[config.mk]
export PLATFORM = sky130hd
export DESIGN_NAME = cache_mem_flat
export DESIGN_NICKNAME = d
export VERILOG_FILES = /design/src/rtl/cache_mem_if.sv /design/src/rtl/cache_mem.sv /design/src/flat_wrapper.sv
export SDC_FILE = /design/constraint.sdc
export NUM_CORES = 1
export LEC_CHECK = 0
export CAP_MARGIN = 40
export CORE_MARGIN = 4
export CORE_UTILIZATION = 52
export CTS_BUF_LIST = sky130_fd_sc_hd__clkbuf_4
export CTS_CLUSTER_DIAMETER = 50
export DETAILED_ROUTE_END_ITERATION = 7
export GPL_ROUTABILITY_DRIVEN = 0
export PLACE_DENSITY_LB_ADDON = 0.3
export SKIP_LAST_GASP = 1
export SYNTH_ARGS = -nofsm -noshare
export SYNTH_HDL_FRONTEND = slang
export SYNTH_SLANG_ARGS = --single-unit
[constraint.sdc]
create_clock -name clk -period 2.25 [get_ports clk]
set_clock_uncertainty 0.1 [all_clocks]
set_input_delay 0.225 -clock clk [delete_from_list [all_inputs] [get_ports clk]]
set_output_delay 0.225 -clock clk [all_outputs]
set_load 0.01 [all_outputs]
[src/rtl/cache_mem_if.sv]
// ---------------------------------------------------------------------------
// cache_mem_if
// Signal bundle between a cache controller, the cache_mem port block and the
// 32-bit main-memory bus.
//
//   Controller side : mem_begin, writeback, req_tag, req_index, req_data  (to port)
//                     mem_wait, mem_end, mem_read_end, mem_tag, mem_index,
//                     mem_readdata                                         (from port)
//   Bus side        : bus_address, bus_read, bus_write, bus_writedata     (from port)
//                     bus_readdata, bus_waitrequest                        (to port)
//
// Handshakes:
//   - Controller: mem_begin is taken at a clock edge where mem_wait=0; while
//     mem_wait=1 the strobe is ignored and the controller must retry.
//     Completion is a one-cycle mem_end pulse (plus mem_read_end for refills).
//   - Bus: a beat transfers at an edge where (bus_read|bus_write)=1 and
//     bus_waitrequest=0; until then address/data are held stable.
//
// Modports: slave = the cache_mem block, master = controller/interconnect.
// ---------------------------------------------------------------------------
interface cache_mem_if #(
  parameter int TAG_BITS   = 16,
  parameter int INDEX_BITS = 12
);
  logic                  mem_begin;
  logic                  writeback;
  logic [TAG_BITS-1:0]   req_tag;
  logic [INDEX_BITS-1:0] req_index;
  logic [127:0]          req_data;
  logic                  mem_wait;
  logic                  mem_end;
  logic                  mem_read_end;
  logic [TAG_BITS-1:0]   mem_tag;
  logic [INDEX_BITS-1:0] mem_index;
  logic [127:0]          mem_readdata;
  logic [31:0]           bus_address;
  logic                  bus_read;
  logic                  bus_write;
  logic [31:0]           bus_writedata;
  logic [31:0]           bus_readdata;
  logic                  bus_waitrequest;

  modport slave (
    input  mem_begin, writeback, req_tag, req_index, req_data,
    input  bus_readdata, bus_waitrequest,
    output mem_wait, mem_end, mem_read_end, mem_tag, mem_index, mem_readdata,
    output bus_address, bus_read, bus_write, bus_writedata
  );

  modport master (
    output mem_begin, writeback, req_tag, req_index, req_data,
    output bus_readdata, bus_waitrequest,
    input  mem_wait, mem_end, mem_read_end, mem_tag, mem_index, mem_readdata,
    input  bus_address, bus_read, bus_write, bus_writedata
  );
endinterface

[src/rtl/cache_mem.sv]
// ---------------------------------------------------------------------------
// cache_mem
// Memory-side port of one cache node. Turns a line refill or writeback
// request into four sequential 32-bit bus beats, reassembling refill data
// into a 128-bit line returned with its tag and index.
//
// Ports:
//   clk         : clock
//   rst_n       : synchronous active-low reset
//   io_mem      : cache_mem_if.slave (controller request/response + bus)
//   o_dbg_state : current FSM state (0 IDLE, 1 READ, 2 WRITE)
//
// TAG_BITS + INDEX_BITS + 4 must equal 32; the bus address concatenation
// below only lines up with the 32-bit bus under that condition.
// ---------------------------------------------------------------------------
module cache_mem #(
  parameter int TAG_BITS   = 16,
  parameter int INDEX_BITS = 12
) (
  input  logic              clk,
  input  logic              rst_n,
  cache_mem_if.slave        io_mem,
  output logic [1:0]        o_dbg_state
);

  typedef enum logic [1:0] {
    ST_IDLE  = 2'd0,
    ST_READ  = 2'd1,
    ST_WRITE = 2'd2
  } state_e;

  state_e                r_state, w_state_nxt;
  logic [1:0]            r_cnt, w_cnt_nxt;
  logic [TAG_BITS-1:0]   r_tag, w_tag_nxt;
  logic [INDEX_BITS-1:0] r_index, w_index_nxt;
  logic [127:0]          r_wdata, w_wdata_nxt;
  logic [95:0]           r_line;           // words 0..2; word 3 goes straight to the output
  logic                  w_start, w_accept, w_last;

  logic                  r_end, r_read_end;
  logic [TAG_BITS-1:0]   r_mem_tag;
  logic [INDEX_BITS-1:0] r_mem_index;
  logic [127:0]          r_mem_readdata;
  logic [31:0]           r_bus_address, r_bus_writedata;
  logic                  r_bus_read, r_bus_write;

  assign w_start  = (r_state == ST_IDLE) && io_mem.mem_begin;
  assign w_accept = (r_bus_read || r_bus_write) && !io_mem.bus_waitrequest;
  assign w_last   = w_accept && (r_cnt == 2'd3);

  // State register
  always_ff @(posedge clk) begin
    if (!rst_n) r_state <= ST_IDLE;
    else        r_state <= w_state_nxt;
  end

  // Next-state and next request/counter values
  always_comb begin
    w_state_nxt = r_state;
    w_cnt_nxt   = r_cnt;
    w_tag_nxt   = r_tag;
    w_index_nxt = r_index;
    w_wdata_nxt = r_wdata;
    case (r_state)
      ST_IDLE: begin
        if (io_mem.mem_begin) begin
          w_state_nxt = io_mem.writeback ? ST_WRITE : ST_READ;
          w_cnt_nxt   = 2'd0;
          w_tag_nxt   = io_mem.req_tag;
          w_index_nxt = io_mem.req_index;
          w_wdata_nxt = io_mem.req_data;
        end
      end
      ST_READ, ST_WRITE: begin
        // The counter only reaches 3->0 on the final beat, which also ends the transfer.
        if (w_accept) w_cnt_nxt = r_cnt + 2'd1;
        if (w_last)   w_state_nxt = ST_IDLE;
      end
      default: w_state_nxt = ST_IDLE;
    endcase
  end

  // Combinational outputs
  always_comb begin
    io_mem.mem_wait = (r_state != ST_IDLE);
    o_dbg_state     = r_state;
  end

  // Request latch, beat counter and read line buffer
  always_ff @(posedge clk) begin
    if (!rst_n) begin
      r_cnt   <= 2'd0;
      r_tag   <= '0;
      r_index <= '0;
      r_wdata <= '0;
      r_line  <= '0;
    end else begin
      r_cnt   <= w_cnt_nxt;
      r_tag   <= w_tag_nxt;
      r_index <= w_index_nxt;
      r_wdata <= w_wdata_nxt;
      if (r_bus_read && w_accept) begin
        case (r_cnt)
          2'd0:    r_line[31:0]  <= io_mem.bus_readdata;
          2'd1:    r_line[63:32] <= io_mem.bus_readdata;
          2'd2:    r_line[95:64] <= io_mem.bus_readdata;
          default: ;
        endcase
      end
    end
  end

  // Registered bus outputs: computed from next state so a beat's address and
  // data are already on the bus in the cycle after the request or previous
  // beat, and are simply re-registered unchanged while waitrequest stalls.
  always_ff @(posedge clk) begin
    if (!rst_n) begin
      r_bus_read      <= 1'b0;
      r_bus_write     <= 1'b0;
      r_bus_address   <= '0;
      r_bus_writedata <= '0;
    end else begin
      r_bus_read      <= (w_state_nxt == ST_READ);
      r_bus_write     <= (w_state_nxt == ST_WRITE);
      r_bus_address   <= (w_state_nxt == ST_IDLE) ? 32'd0
                       : {w_tag_nxt, w_index_nxt, w_cnt_nxt, 2'b00};
      r_bus_writedata <= (w_state_nxt == ST_WRITE) ? w_wdata_nxt[{w_cnt_nxt, 5'd0} +: 32]
                       : 32'd0;
    end
  end

  // Completion pulses and refill result. The result registers only load on
  // refill completion so they stay stable across intervening writebacks.
  always_ff @(posedge clk) begin
    if (!rst_n) begin
      r_end          <= 1'b0;
      r_read_end     <= 1'b0;
      r_mem_tag      <= '0;
      r_mem_index    <= '0;
      r_mem_readdata <= '0;
    end else begin
      r_end      <= w_last;
      r_read_end <= w_last && r_bus_read;
      if (w_last && r_bus_read) begin
        r_mem_tag      <= r_tag;
        r_mem_index    <= r_index;
        r_mem_readdata <= {io_mem.bus_readdata, r_line};
      end
    end
  end

  assign io_mem.mem_end       = r_end;
  assign io_mem.mem_read_end  = r_read_end;
  assign io_mem.mem_tag       = r_mem_tag;
  assign io_mem.mem_index     = r_mem_index;
  assign io_mem.mem_readdata  = r_mem_readdata;
  assign io_mem.bus_address   = r_bus_address;
  assign io_mem.bus_read      = r_bus_read;
  assign io_mem.bus_write     = r_bus_write;
  assign io_mem.bus_writedata = r_bus_writedata;

endmodule

[src/flat_wrapper.sv]
// flat-port wrapper written by rule: the top's interface ports become plain ports
module cache_mem_flat 
#(
  parameter int TAG_BITS   = 16,
  parameter int INDEX_BITS = 12
)
  (clk, rst_n, o_dbg_state, io_mem_mem_begin, io_mem_writeback, io_mem_req_tag, io_mem_req_index, io_mem_req_data, io_mem_bus_readdata, io_mem_bus_waitrequest, io_mem_mem_wait, io_mem_mem_end, io_mem_mem_read_end, io_mem_mem_tag, io_mem_mem_index, io_mem_mem_readdata, io_mem_bus_address, io_mem_bus_read, io_mem_bus_write, io_mem_bus_writedata);
  cache_mem_if #(.TAG_BITS(TAG_BITS), .INDEX_BITS(INDEX_BITS)) io_mem_i ();
  input  logic clk;
  input  logic rst_n;
  output logic [1:0] o_dbg_state;
  input wire logic [$bits(io_mem_i.mem_begin)-1:0] io_mem_mem_begin;
  input wire logic [$bits(io_mem_i.writeback)-1:0] io_mem_writeback;
  input wire logic [$bits(io_mem_i.req_tag)-1:0] io_mem_req_tag;
  input wire logic [$bits(io_mem_i.req_index)-1:0] io_mem_req_index;
  input wire logic [$bits(io_mem_i.req_data)-1:0] io_mem_req_data;
  input wire logic [$bits(io_mem_i.bus_readdata)-1:0] io_mem_bus_readdata;
  input wire logic [$bits(io_mem_i.bus_waitrequest)-1:0] io_mem_bus_waitrequest;
  output wire logic [$bits(io_mem_i.mem_wait)-1:0] io_mem_mem_wait;
  output wire logic [$bits(io_mem_i.mem_end)-1:0] io_mem_mem_end;
  output wire logic [$bits(io_mem_i.mem_read_end)-1:0] io_mem_mem_read_end;
  output wire logic [$bits(io_mem_i.mem_tag)-1:0] io_mem_mem_tag;
  output wire logic [$bits(io_mem_i.mem_index)-1:0] io_mem_mem_index;
  output wire logic [$bits(io_mem_i.mem_readdata)-1:0] io_mem_mem_readdata;
  output wire logic [$bits(io_mem_i.bus_address)-1:0] io_mem_bus_address;
  output wire logic [$bits(io_mem_i.bus_read)-1:0] io_mem_bus_read;
  output wire logic [$bits(io_mem_i.bus_write)-1:0] io_mem_bus_write;
  output wire logic [$bits(io_mem_i.bus_writedata)-1:0] io_mem_bus_writedata;
  assign io_mem_i.mem_begin = io_mem_mem_begin;
  assign io_mem_i.writeback = io_mem_writeback;
  assign io_mem_i.req_tag = io_mem_req_tag;
  assign io_mem_i.req_index = io_mem_req_index;
  assign io_mem_i.req_data = io_mem_req_data;
  assign io_mem_i.bus_readdata = io_mem_bus_readdata;
  assign io_mem_i.bus_waitrequest = io_mem_bus_waitrequest;
  assign io_mem_mem_wait = io_mem_i.mem_wait;
  assign io_mem_mem_end = io_mem_i.mem_end;
  assign io_mem_mem_read_end = io_mem_i.mem_read_end;
  assign io_mem_mem_tag = io_mem_i.mem_tag;
  assign io_mem_mem_index = io_mem_i.mem_index;
  assign io_mem_mem_readdata = io_mem_i.mem_readdata;
  assign io_mem_bus_address = io_mem_i.bus_address;
  assign io_mem_bus_read = io_mem_i.bus_read;
  assign io_mem_bus_write = io_mem_i.bus_write;
  assign io_mem_bus_writedata = io_mem_i.bus_writedata;
  cache_mem #(.TAG_BITS(TAG_BITS), .INDEX_BITS(INDEX_BITS)) u_core (.clk(clk), .rst_n(rst_n), .io_mem(io_mem_i), .o_dbg_state(o_dbg_state));
endmodule
# After elaboration in Yosys (flattened, before gate mapping)
# Index checks and enable logic that the tools add are counted.
[op_classes]
addsub = 1
n_eq_ne = 7
bitwise_logic = 1
n_shift = 1
n_reduce_logical = 16
mux = 13
[op_table]
columns = ["op", "count"]
rows = [
  ["$mux W128", 2],
  ["$shiftx A128 B8 Y32", 1],
  ["$mux W16", 2],
  ["$mux W12", 2],
  ["$mux W2", 5],
  ["$eq A2 B2 Y1 const B", 4],
  ["$pmux W2 S2", 2],
  ["$reduce_and A2 Y1", 4],
  ["$eq A2 B1 Y1 const B", 3],
  ["$logic_not A2 Y1", 3],
  ["$logic_and A1 B1 Y1", 4],
  ["$reduce_or A2 Y1", 2],
  ["$add A2 B1 Y2 const B", 1],
  ["$reduce_bool A2 Y1", 1],
  ["$logic_not A1 Y1", 1],
  ["$logic_or A1 B1 Y1", 1],
  ["$not A1 Y1", 1],
]
[totals]
ff_bits = 480
in_bits = 193
word_cells = 57

# Logic depth before layout (Yosys ltp)
# Gate-level depths: netlist (run 1).
[logic_depth]
depth_word = 7
depth_mapped = 9

# Worst setup path before layout (run 1)
# OpenSTA, ideal clock, no wires.
[synth_timing]
kind = "reg-to-reg"
start = "register u_core.r_state[0], in the netlist u_core.o_dbg_state[0]"
end = "register u_core.r_bus_writedata[13], in the netlist u_core.io_mem.bus_writedata[13]"
t_arrival_ns = 1.977
t_required_ns = 2.076
synth_period_minus_slack_ns = 2.151
n_path_buf = 2
path_stages_with_launch = 10
setup_slack_ns = 0.099
path_cell_list = "dfxtp_1 > inv_1 > ha_1 > nand3b_1 > mux2_4 > nand2_2 > buf_6 > buf_6 > mux2_4 > o22ai_2"
[synth_between]
elab_chain_len = 5
[synth_lines]
columns = ["element", "line_no", "rtl"]
rows = [
  ["start, declared", "cache_mem.sv:32", "state_e r_state, w_state_nxt;"],
  ["start signal, assigned", "cache_mem.sv:54", "else r_state <= w_state_nxt;"],
  ["branches (longest 5 deep; another with $shiftx A128 B8 Y32)", "n/a", ""],
  ["end signal, assigned", "cache_mem.sv:127", "r_bus_writedata <= (w_state_nxt == ST_WRITE) ? w_wdata_nxt[{w_cnt_nxt, 5'd0} +: 32]"],
  ["end, declared", "cache_mem.sv:44", "logic [31:0] r_bus_address, r_bus_writedata;"],
]
# Parallel ways; which one is timed is not known.
# A chain may end at the register's enable or synchronous reset.

# Worst setup path after layout (run 1)
[layout_timing]
start = "register u_core.r_state[1], in the netlist u_core.o_dbg_state[1]"
end = "register u_core.r_bus_writedata[29], in the netlist u_core.io_mem.bus_writedata[29]"
# The elaborated chain is that of the path after synthesis.

==> results of run 1 <==
[Yosys cell counts, types with 9 or more instances]
| master | number | area [um2] |
|---|---|---|
| a21boi_0 | 60 | 450 |
| a21boi_1 | 53 | 398 |
| a21oi_1 | 142 | 711 |
| buf_1 | 12 | 45.0 |
| buf_2 | 42 | 210 |
| clkbuf_1 | 74 | 278 |
| dfxtp_1 | 478 | 9570 |
| mux2_1 | 9 | 101 |
| mux2_2 | 15 | 169 |
| mux2_4 | 42 | 631 |
| mux2i_1 | 157 | 1570 |
| nand2_1 | 373 | 1400 |
| nor2_1 | 171 | 642 |
| nor2b_1 | 158 | 988 |
| o22ai_2 | 31 | 388 |
[flip-flops by register name (all words and copies together), names as in the netlist, 12 cells and up]
name,cells
u_core.r_wdata,128
u_core.io_mem.bus_address,30
u_core.r_line,96
u_core.io_mem.mem_index,12
u_core.r_index,12
u_core.io_mem.mem_readdata,128
u_core.io_mem.bus_writedata,32
u_core.r_tag,16
u_core.io_mem.mem_tag,16
[kinds of logic after synthesis]
family	share of synthesized area (%)
AO/OA/AOI/OAI	11.4
adder cells (fa/ha/maj)	0.419
buffers and inverters	3.64
flip-flops	53.4
multiplexers	13.8
other	0.0209
AND/OR/NAND/NOR	17.4
[final cells by class]
class	instances	area, um2
Clock buffer	160	1200
Clock inverter	37	180
Tap cell	448	561
Inverter	8	30.0
Sequential cell	478	9570
Timing Repair Buffer	635	6510
Fill cell	2152	7950
Multi-Input combinational cell	1245	7770
Antenna cell	3	7.51
[power by group]
group	internal (mW)	total (mW)	switching, mW	leakage (nW)
Clock	3.38	6.79	3.41	0.815
Combinational	1.32	2.42	1.10	5.88
Sequential	8.79	8.91	0.129	3.88
[timing repair]
action,in CTS,in global routing
resized for setup,3,3
pin swaps,0,0
hold buffers,163,0
setup buffers,0,6
endpoints found under the setup margin,5,30
hold endpoints to repair,307,0
[how the worst min path moves through the flow]
stage / depth (start not counted) / from / endpoint
2_1_floorplan: 2 / io_mem_bus_readdata[19] / u_core.r_line[19]
3_3_place_gp: 2 / u_core.r_tag[13] / u_core.io_mem.mem_tag[13]
3_5_place_dp: 2 / u_core.io_mem.mem_tag[11] / u_core.io_mem.mem_tag[11]
4_1_cts: 3 / io_mem_req_data[6] / u_core.r_wdata[6]
5_1_grt: 3 / io_mem_bus_readdata[28] / u_core.r_line[60]
6_report: 3 / io_mem_req_data[72] / u_core.r_wdata[72]
[metrics by stage]
stage                     cell area [um2]  total power, mW  utilization, %  TNS, ns
after CTS                           25800             18.1            76.3        0
after floorplan                     17900             10.3               -        0
after global routing                25800             18.9            76.5   -0.367
after detailed placement            22700             11.2            67.3  -0.0231
after global placement              22700             11.1            67.3        0
final                               25800             18.1            76.5        0
[worst max-delay path: cells and delay by family (launching register included)]
family / cells / cell delay [ns]
flip-flops: 1 / 0.36
AO/OA/AOI/OAI: 1 / 0.15
multiplexers: 2 / 0.70
buffers and inverters: 2 / 0.30
AND/OR/NAND/NOR: 2 / 0.24
adder cells (fa/ha/maj): 1 / 0.29
[layer usage]
layer / up-vias / GRT usage, %
met5: - / 0
met4: 0 / 14.0
met3: 151 / 7.42
met2: 605 / 48.3
met1: 7269 / 30.9
li1: 7427 / -
==> results.toml, run 1 <==
[timing]
final.min_clock_period_ns = 2.19
finalMaxSlewViolations = 0
slew_headroom_pct = 62.8
rsz0062_at_grt = "true"
tightest_slew_ns = 0.558
hold_ws_ns = 0.0591
setup_violations = 0
timing.fmax_ghz = 0.456
worst_slack_ns = 0.0568
fin_crit_sh_pct = 97.5
finalHoldViolations = 0

[pwr]
vdd_drop_max_mv = 0.504
p_per_area_mw_per_mm2 = 701
leakagePower_nw = 10.6

[route]
dr_wl_met3_um = 3820
detail-route-antenna-nets = 0
vias = 15500
routedWlPerCell_um = 18.0
top_layer_used = "met4"
routed-wl-met2_um = 26900
firstDrtPassIters = 5
drt-total-wl_um = 54300
drt-met1-wl_um = 21100
dr.first_iter.drc_count = 820
via_per_inst = 5.13
drc_errors = 0

[finish]
final_cell_mix = "478 x dfxtp_1, 412 x clkdlybuf4s50_1, 371 x nand2_1"
drive_gt1_share_pct = 12.5
synthToLayoutAreaGrowth_pct = 44.1
layout.cells.most_common = "dfxtp_1"
stdcell_count = 3014
fin_nets = 2684

[cts]
cts_htree_levels = 3
clk_pin_slew_ns = 0.07
clk_latency_ns = 0.81
cts-root-buf = "clkbuf_4"
cts_tree = "built"
cts_inserted_buffers = 117
cts_max_path_buffers = 3
cts.sinks = 478

[critical_path]
end_kind = "flop"
crit-reg2reg-launch = "u_core.o_dbg_state[1]"
timing.reg2reg.worst_path_depth = 8
cpPeakStageDelay_ns = 0.38
cp_max_fo = 9
critPathRequiredTime_ns = 2.88
crit_arrival_ns = 2.82
critPathLaunchType = "flop"
crit_type = "reg -> reg"
endpoint = "u_core.io_mem.bus_writedata[29]"
r2r_slack_ns = 0.06
worstSetupStartpoint = "u_core.o_dbg_state[1]"
r2r-end = "u_core.io_mem.bus_writedata[29]"
crit_path_top_delay_cell = "mux2_1"
crit_chain = "inv_1 > ha_4 > nand3b_1 > mux2_4 > nand2_8 > buf_4 > mux2_1 > o22ai_2"

[floorplanning]
rows = 67
die_w_um = 194
core_mm2 = 0.0338
io_pins = 420
fp.dieH_um = 194
die_area_mm2 = 0.0375
start_util_pct = 53.1

[yosys]
ys.flop_type = "dfxtp_1"
synth_edf_count = 0
syn-cell-area_mm2 = 0.0179
ys_seq_area_share_pct = 53.4
synth_cells = 1867
synth_cell_types = 36
synth_async_sr_flop_share_pct = 0
postSynthAreaPerCell_um2 = 9.61
synth-seq-cells = 478
ys_warn_count = 0

[place]
hpwl_um = 32400
post-place-ws_ns = -0.0180
io_buffers = 417
dpl.cell_count = 2645

[job]
cap_viol_max_count = 0

[grt]
grt_start_max_net_pins = 136
grt_pass1_wl_um = 85000
grt_pass1_vias = 16200
grt_antenna_before_repair = 3
grt_overflow = 0
grt_usage_pct = 27.6

[run_status]
outcome = "complete, no violations"

[worst_hold_path]
worstHoldPathType = "in -> reg"
No activity file was read; power rests on OpenSTA's default activity.
==> run 2, diff against run 1 <==
==> constraint.sdc (replaced) <==
create_clock -name clk -period 2.25 [get_ports clk]
set_clock_uncertainty 0.1 [all_clocks]
set_input_delay 0.3375 -clock clk [delete_from_list [all_inputs] [get_ports clk]]
set_output_delay 0.3375 -clock clk [all_outputs]
set_load 0.01 [all_outputs]
==> run 2 against run 1 <==
- setup slack improved by 0.042 ns
- core utilization is 4.7 points lower
- non-clock buffer count fell by 157
- register-to-register slack better by 0.04 ns
- critical path type unchanged
- first-iteration DRC count grew 4.8%
- power decreased by 1.9%
- cell area down 6.1%
- critical endpoint is now u_core.io_mem.bus_writedata[12]
- die area did not move
- clock power shrank 1%
- sequential power about the same
==> results.toml, run 2 (synthesis gave the netlist of run 1 again) <==
[floorplanning]
die_w_um = 194
core_mm2 = 0.0338
io_pins = 420
fp.dieH_um = 194
start_util_pct = 53.1
die_area_mm2 = 0.0375
rows = 67

[place]
post-place-ws_ns = -0.147
dpl.cell_count = 2653
place_area_mm2 = 0.0228
io_buffers = 417
hpwl_um = 32300

[run_status]
outcome = "complete, no violations"

[route]
drc_errors = 0
drt-total-wl_um = 47900
vias = 14500
via_per_inst = 5.09
routedWlPerCell_um = 16.8
detail-route-antenna-nets = 0
firstDrtPassIters = 5
dr.first_iter.drc_count = 859

[grt]
grt_pass1_vias = 14900
top_usage_layer = "met2"
met1_usage_pct = 29.2
grt_overflow = 0
grt_start_max_net_pins = 177
grt_pass1_wl_um = 76300
grt_use_met3_pct = 6.72
grt_usage_pct = 24.6
grt_antenna_before_repair = 5
grt_util_met2_pct = 41.9

[finish]
layout.cells.most_common = "dfxtp_1"
drive_gt1_share_pct = 13.7
final_util_pct = 71.8
stdcell_count = 2853
fin_nets = 2526
design_area_mm2 = 0.0242
final_cell_mix = "476 x dfxtp_1, 399 x clkdlybuf4s50_1, 371 x nand2_1"
synthToLayoutAreaGrowth_pct = 35.2

[cts]
cts-root-buf = "clkbuf_4"
cts_tree = "built"
clk_latency_ns = 0.80
cts_inserted_buffers = 116
cts_max_path_buffers = 3
clk_pin_slew_ns = 0.07
cts_htree_levels = 3
cts_setup_buffers = 0
cts.sinks = 478

[pwr]
sw_frac_of_total_pct = 24.5
pwr-share-clk_pct = 37.7
leakagePower_nw = 10.0
pwr-share-comb_pct = 12.2
p_per_area_mw_per_mm2 = 733
sequentialPowerShare_pct = 50.1
finalPower_mw = 17.8
p_int_mw = 13.4
p_switching_mw = 4.36
vdd_drop_max_mv = 0.441

[timing]
worst_slack_ns = 0.0989
rsz0062_at_grt = "false"
setup-tns-final_ns = 0
fin_crit_sh_pct = 95.6
timing.fmax_ghz = 0.465
finalMaxSlewViolations = 0
hold_ws_ns = 0.102
final.min_clock_period_ns = 2.15
finalHoldViolations = 0
slew_headroom_pct = 49.3
setup_violations = 0
tightest_slew_ns = 0.760

[job]
cap_viol_max_count = 0

[critical_path]
path_depth = 8
timing.reg2reg.worst_path_depth = 8
crit_arrival_ns = 2.77
crit_buf_inv = 2
end_kind = "flop"
critPathRequiredTime_ns = 2.87
cpPeakStageDelay_ns = 0.37
crit_chain = "inv_1 > ha_4 > nand3b_1 > mux2_4 > nand2_8 > buf_12 > mux2_2 > o22ai_2"
crit_path_top_delay_cell = "dfxtp_2"
cp_top_family = "multiplexers"
crit_type = "reg -> reg"
critPathLaunchType = "flop"
cp_max_fo = 24

[worst_hold_path]
worstHoldPathType = "in -> reg"
whs_path_depth = 3
## run 2: cell count changes in the layout (fill, tap and decap cells not counted), moves of 5 or more
cell             previous run  this run
dlygate4sd3_1             163         4
clkinv_1                   31        21
dlygate4sd2_1               2        12
clkdlybuf4s50_1           412       399
clkbuf_4                  160       165
## run 2: worst reg2reg max path, stage by stage, from the launching register on
cell and delay, ns:
dfxtp_2 0.37, inv_1 0.09, ha_4 0.30, nand3b_1 0.08, mux2_4 0.31, nand2_8 0.13
buf_12 0.21, mux2_2 0.39, o22ai_2 0.13
## run 2: path summary, 6_finish.rpt
check	endpoint	start	slack [ns]
max reg2reg	u_core.io_mem.bus_writedata[12]	u_core.o_dbg_state[1]	0.1
max	u_core.io_mem.bus_writedata[12]	u_core.o_dbg_state[1]	0.1
min reg2reg	u_core.io_mem.mem_tag[10]	u_core.r_tag[10]	0.34
min	u_core.io_mem.bus_address[27]	io_mem_req_tag[11]	0.10
## run 2: what timing repair did
action,4_1_cts,5_1_grt
hold buffers,4,0
setup endpoints to repair,14,35
pin swaps,0,0
hold endpoints to repair,123,0
gates resized for setup,16,9
gates cloned,0,0
## run 2: routing by layer
metal  vias to the layer above  share of wire (%)
li1                       7109                  -
met1                      6825                 41
met2                       489                 49
met3                        96                7.2
met4                         0                3.4
met5                         -                  0
## run 2: final cells by class
| type | count | area (um2) |
|---|---|---|
| diodes | 4 | 10.0 |
| clock buffers | 165 | 1240 |
| clock inverters | 27 | 135 |
| fillers | 2480 | 9530 |
| inverters | 8 | 30.0 |
| multi-input cells | 1245 | 7770 |
| flip-flops and latches | 478 | 9570 |
| well taps | 448 | 561 |
| repair buffers | 478 | 4930 |
## run 2: power groups by stage
stage	registers (mW)	clock network [mW]	logic [mW]
3_5_place_dp	9.09	0	2.17
2_1_floorplan	9.09	0	1.21
6_report	8.90	6.69	2.17
3_3_place_gp	9.08	0	2.11
4_1_cts	8.90	6.90	2.17
5_1_grt	8.93	7.38	2.33
==> run 3, diff against run 2 <==
--- a/config.mk
+++ b/config.mk
@@ -6,12 +6,15 @@
 export NUM_CORES = 1
 export LEC_CHECK = 0
 export CAP_MARGIN = 40
+export CORE_ASPECT_RATIO = 1.25
 export CORE_MARGIN = 4
 export CORE_UTILIZATION = 52
 export CTS_BUF_LIST = sky130_fd_sc_hd__clkbuf_4
 export CTS_CLUSTER_DIAMETER = 50
 export DETAILED_ROUTE_END_ITERATION = 7
 export GPL_ROUTABILITY_DRIVEN = 0
+export GPL_TIMING_DRIVEN = 1
+export HOLD_SLACK_MARGIN = 0.05
 export PLACE_DENSITY_LB_ADDON = 0.3
 export SKIP_LAST_GASP = 1
 export SYNTH_ARGS = -nofsm -noshare
==> run 3 against run 2 <==
- combinational power fell by 3%
- maximum frequency fell by 3.6%
- sequential share of layout area barely moved
- largest power group unchanged
==> results.toml, run 3 (synthesis gave the netlist of run 1 again) <==
[run_status]
outcome = "complete, no violations"

[floorplanning]
start_util_pct = 53.1
core_mm2 = 0.0338
rows = 75
fp.dieH_um = 216
die_area_mm2 = 0.0375
die_w_um = 174
io_pins = 420

[route]
firstDrtPassIters = 5
detail-route-antenna-nets = 0
drc_errors = 0
routedWlPerCell_um = 17.1
dr.first_iter.drc_count = 798
via_per_inst = 5.15
drt-total-wl_um = 48200
vias = 14500

[grt]
grt_pass1_vias = 15100
grt_usage_pct = 24.6
grt_antenna_before_repair = 5
grt_overflow = 0
grt_pass1_wl_um = 75500
grt_start_max_net_pins = 242

[worst_hold_path]
min_to = "u_core.io_mem.bus_address[23]"
worstHoldPathType = "in -> reg"
whs_path_depth = 3
hp-start = "io_mem_req_tag[7]"

[pwr]
p_per_area_mw_per_mm2 = 729
p_switching_mw = 4.29
sequentialPowerShare_pct = 50.4
sw_frac_of_total_pct = 24.2
pwr-share-comb_pct = 11.9
p_int_mw = 13.4
pwr-share-clk_pct = 37.7
vdd_drop_max_mv = 0.588
leakagePower_nw = 9.97

[cts]
cts_max_path_buffers = 3
cts-root-buf = "clkbuf_4"
clk_pin_slew_ns = 0.07
cts_htree_levels = 3
clk_latency_ns = 0.75
cts.sinks = 478
cts_inserted_buffers = 109
cts_tree = "built"

[critical_path]
end_kind = "flop"
timing.reg2reg.worst_path_depth = 8
crit_type = "reg -> reg"
crit_arrival_ns = 2.80
cp_max_fo = 9
critPathLaunchType = "flop"
critPathRequiredTime_ns = 2.82
crit-reg2reg-launch = "u_core.o_dbg_state[0]"
r2r-end = "u_core.io_mem.bus_writedata[23]"
r2r_slack_ns = 0.02

[timing]
tightest_slew_ns = 0.875
hold_ws_ns = 0.134
slew_headroom_pct = 41.6
finalMaxSlewViolations = 0
rsz0062_at_grt = "true"
final.min_clock_period_ns = 2.23
worst_slack_ns = 0.0186
fin_crit_sh_pct = 99.2
setup_violations = 0
timing.fmax_ghz = 0.448
finalHoldViolations = 0

[finish]
area.sequential_mm2 = 0.00957
multi_input_area_mm2 = 0.00779
synthToLayoutAreaGrowth_pct = 35.2
fin_nets = 2512
drive_gt1_share_pct = 13.5
layout.cells.most_common = "dfxtp_1"
final.fill_count = 2532
final_cell_mix = "477 x dfxtp_1, 406 x clkdlybuf4s50_1, 371 x nand2_1"

[job]
cap_viol_max_count = 0

[place]
hpwl_um = 32500
io_buffers = 417
post-place-ws_ns = -0.122
## run 3: layout make-up
type	count	share of cell area (%)
flip-flops and latches	478	39.5
clock buffers	161	4.98
well taps	423	2.18
repair buffers	470	20.5
clock inverters	23	0.609
diodes	6	0.0619
inverters	8	0.124
multi-input cells	1246	32.1
## run 3: critical path, cell delays in order, from the launching register on
cell       delay [ns]
dfxtp_1          0.31
buf_4            0.15
ha_1             0.20
nand3b_1         0.18
mux2_4           0.34
nand2_8          0.14
bufbuf_16        0.30
mux2_4           0.30
o22ai_2          0.13
## run 3: per-layer routing
layer	global-route usage (%)	up-vias	wire length [um]
li1	-	7073	-
met1	26.9	6772	18600
met2	43.7	538	24100
met3	7.42	122	3660
met4	11.4	0	1870
met5	0	-	0
## run 3: repair_timing
action,4_1_cts,5_1_grt
setup endpoints to repair,16,31
hold endpoints to repair,22,0
buffers inserted,1,1
resized for setup,12,7
gates cloned,4,0
hold buffers,1,0
## run 3: worst max path at each step
stage                                      start                         endpoint  slack [ns]  depth (start not counted)
final                      u_core.o_dbg_state[0]  u_core.io_mem.bus_writedata[23]        0.02                          8
after global routing       u_core.o_dbg_state[0]  u_core.io_mem.bus_writedata[23]       -0.05                          8
after global placement    io_mem_bus_waitrequest  u_core.io_mem.bus_writedata[30]       -0.11                          7
after floorplan            u_core.o_dbg_state[0]  u_core.io_mem.bus_writedata[13]         0.1                          9
after CTS                  u_core.o_dbg_state[1]                  io_mem_mem_wait       -0.07                          4
after detailed placement  io_mem_bus_waitrequest  u_core.io_mem.bus_writedata[30]       -0.12                          7
## run 3: power by group through the flow
stage | clock (mW) | combinational (mW) | sequential [mW]
floorplan | 0 | 1.21 | 9.09
global placement | 0 | 2.05 | 9.08
detailed placement | 0 | 2.10 | 9.09
CTS | 6.85 | 2.11 | 8.90
global route | 7.29 | 2.28 | 8.93
finish | 6.66 | 2.11 | 8.90
## run 3: stage by stage
step	utilization [%]	instances	total power [mW]	area (um2)	TNS, ns
3_3_place_gp	67.3	2619	11.1	22700	-1.80
3_5_place_dp	67.3	2619	11.2	22700	-2.40
2_1_floorplan	-	1868	10.3	17900	0
6_report	71.8	2815	17.7	24300	0
4_1_cts	71.8	2809	17.9	24200	-0.289
5_1_grt	71.8	2814	18.5	24300	-0.538
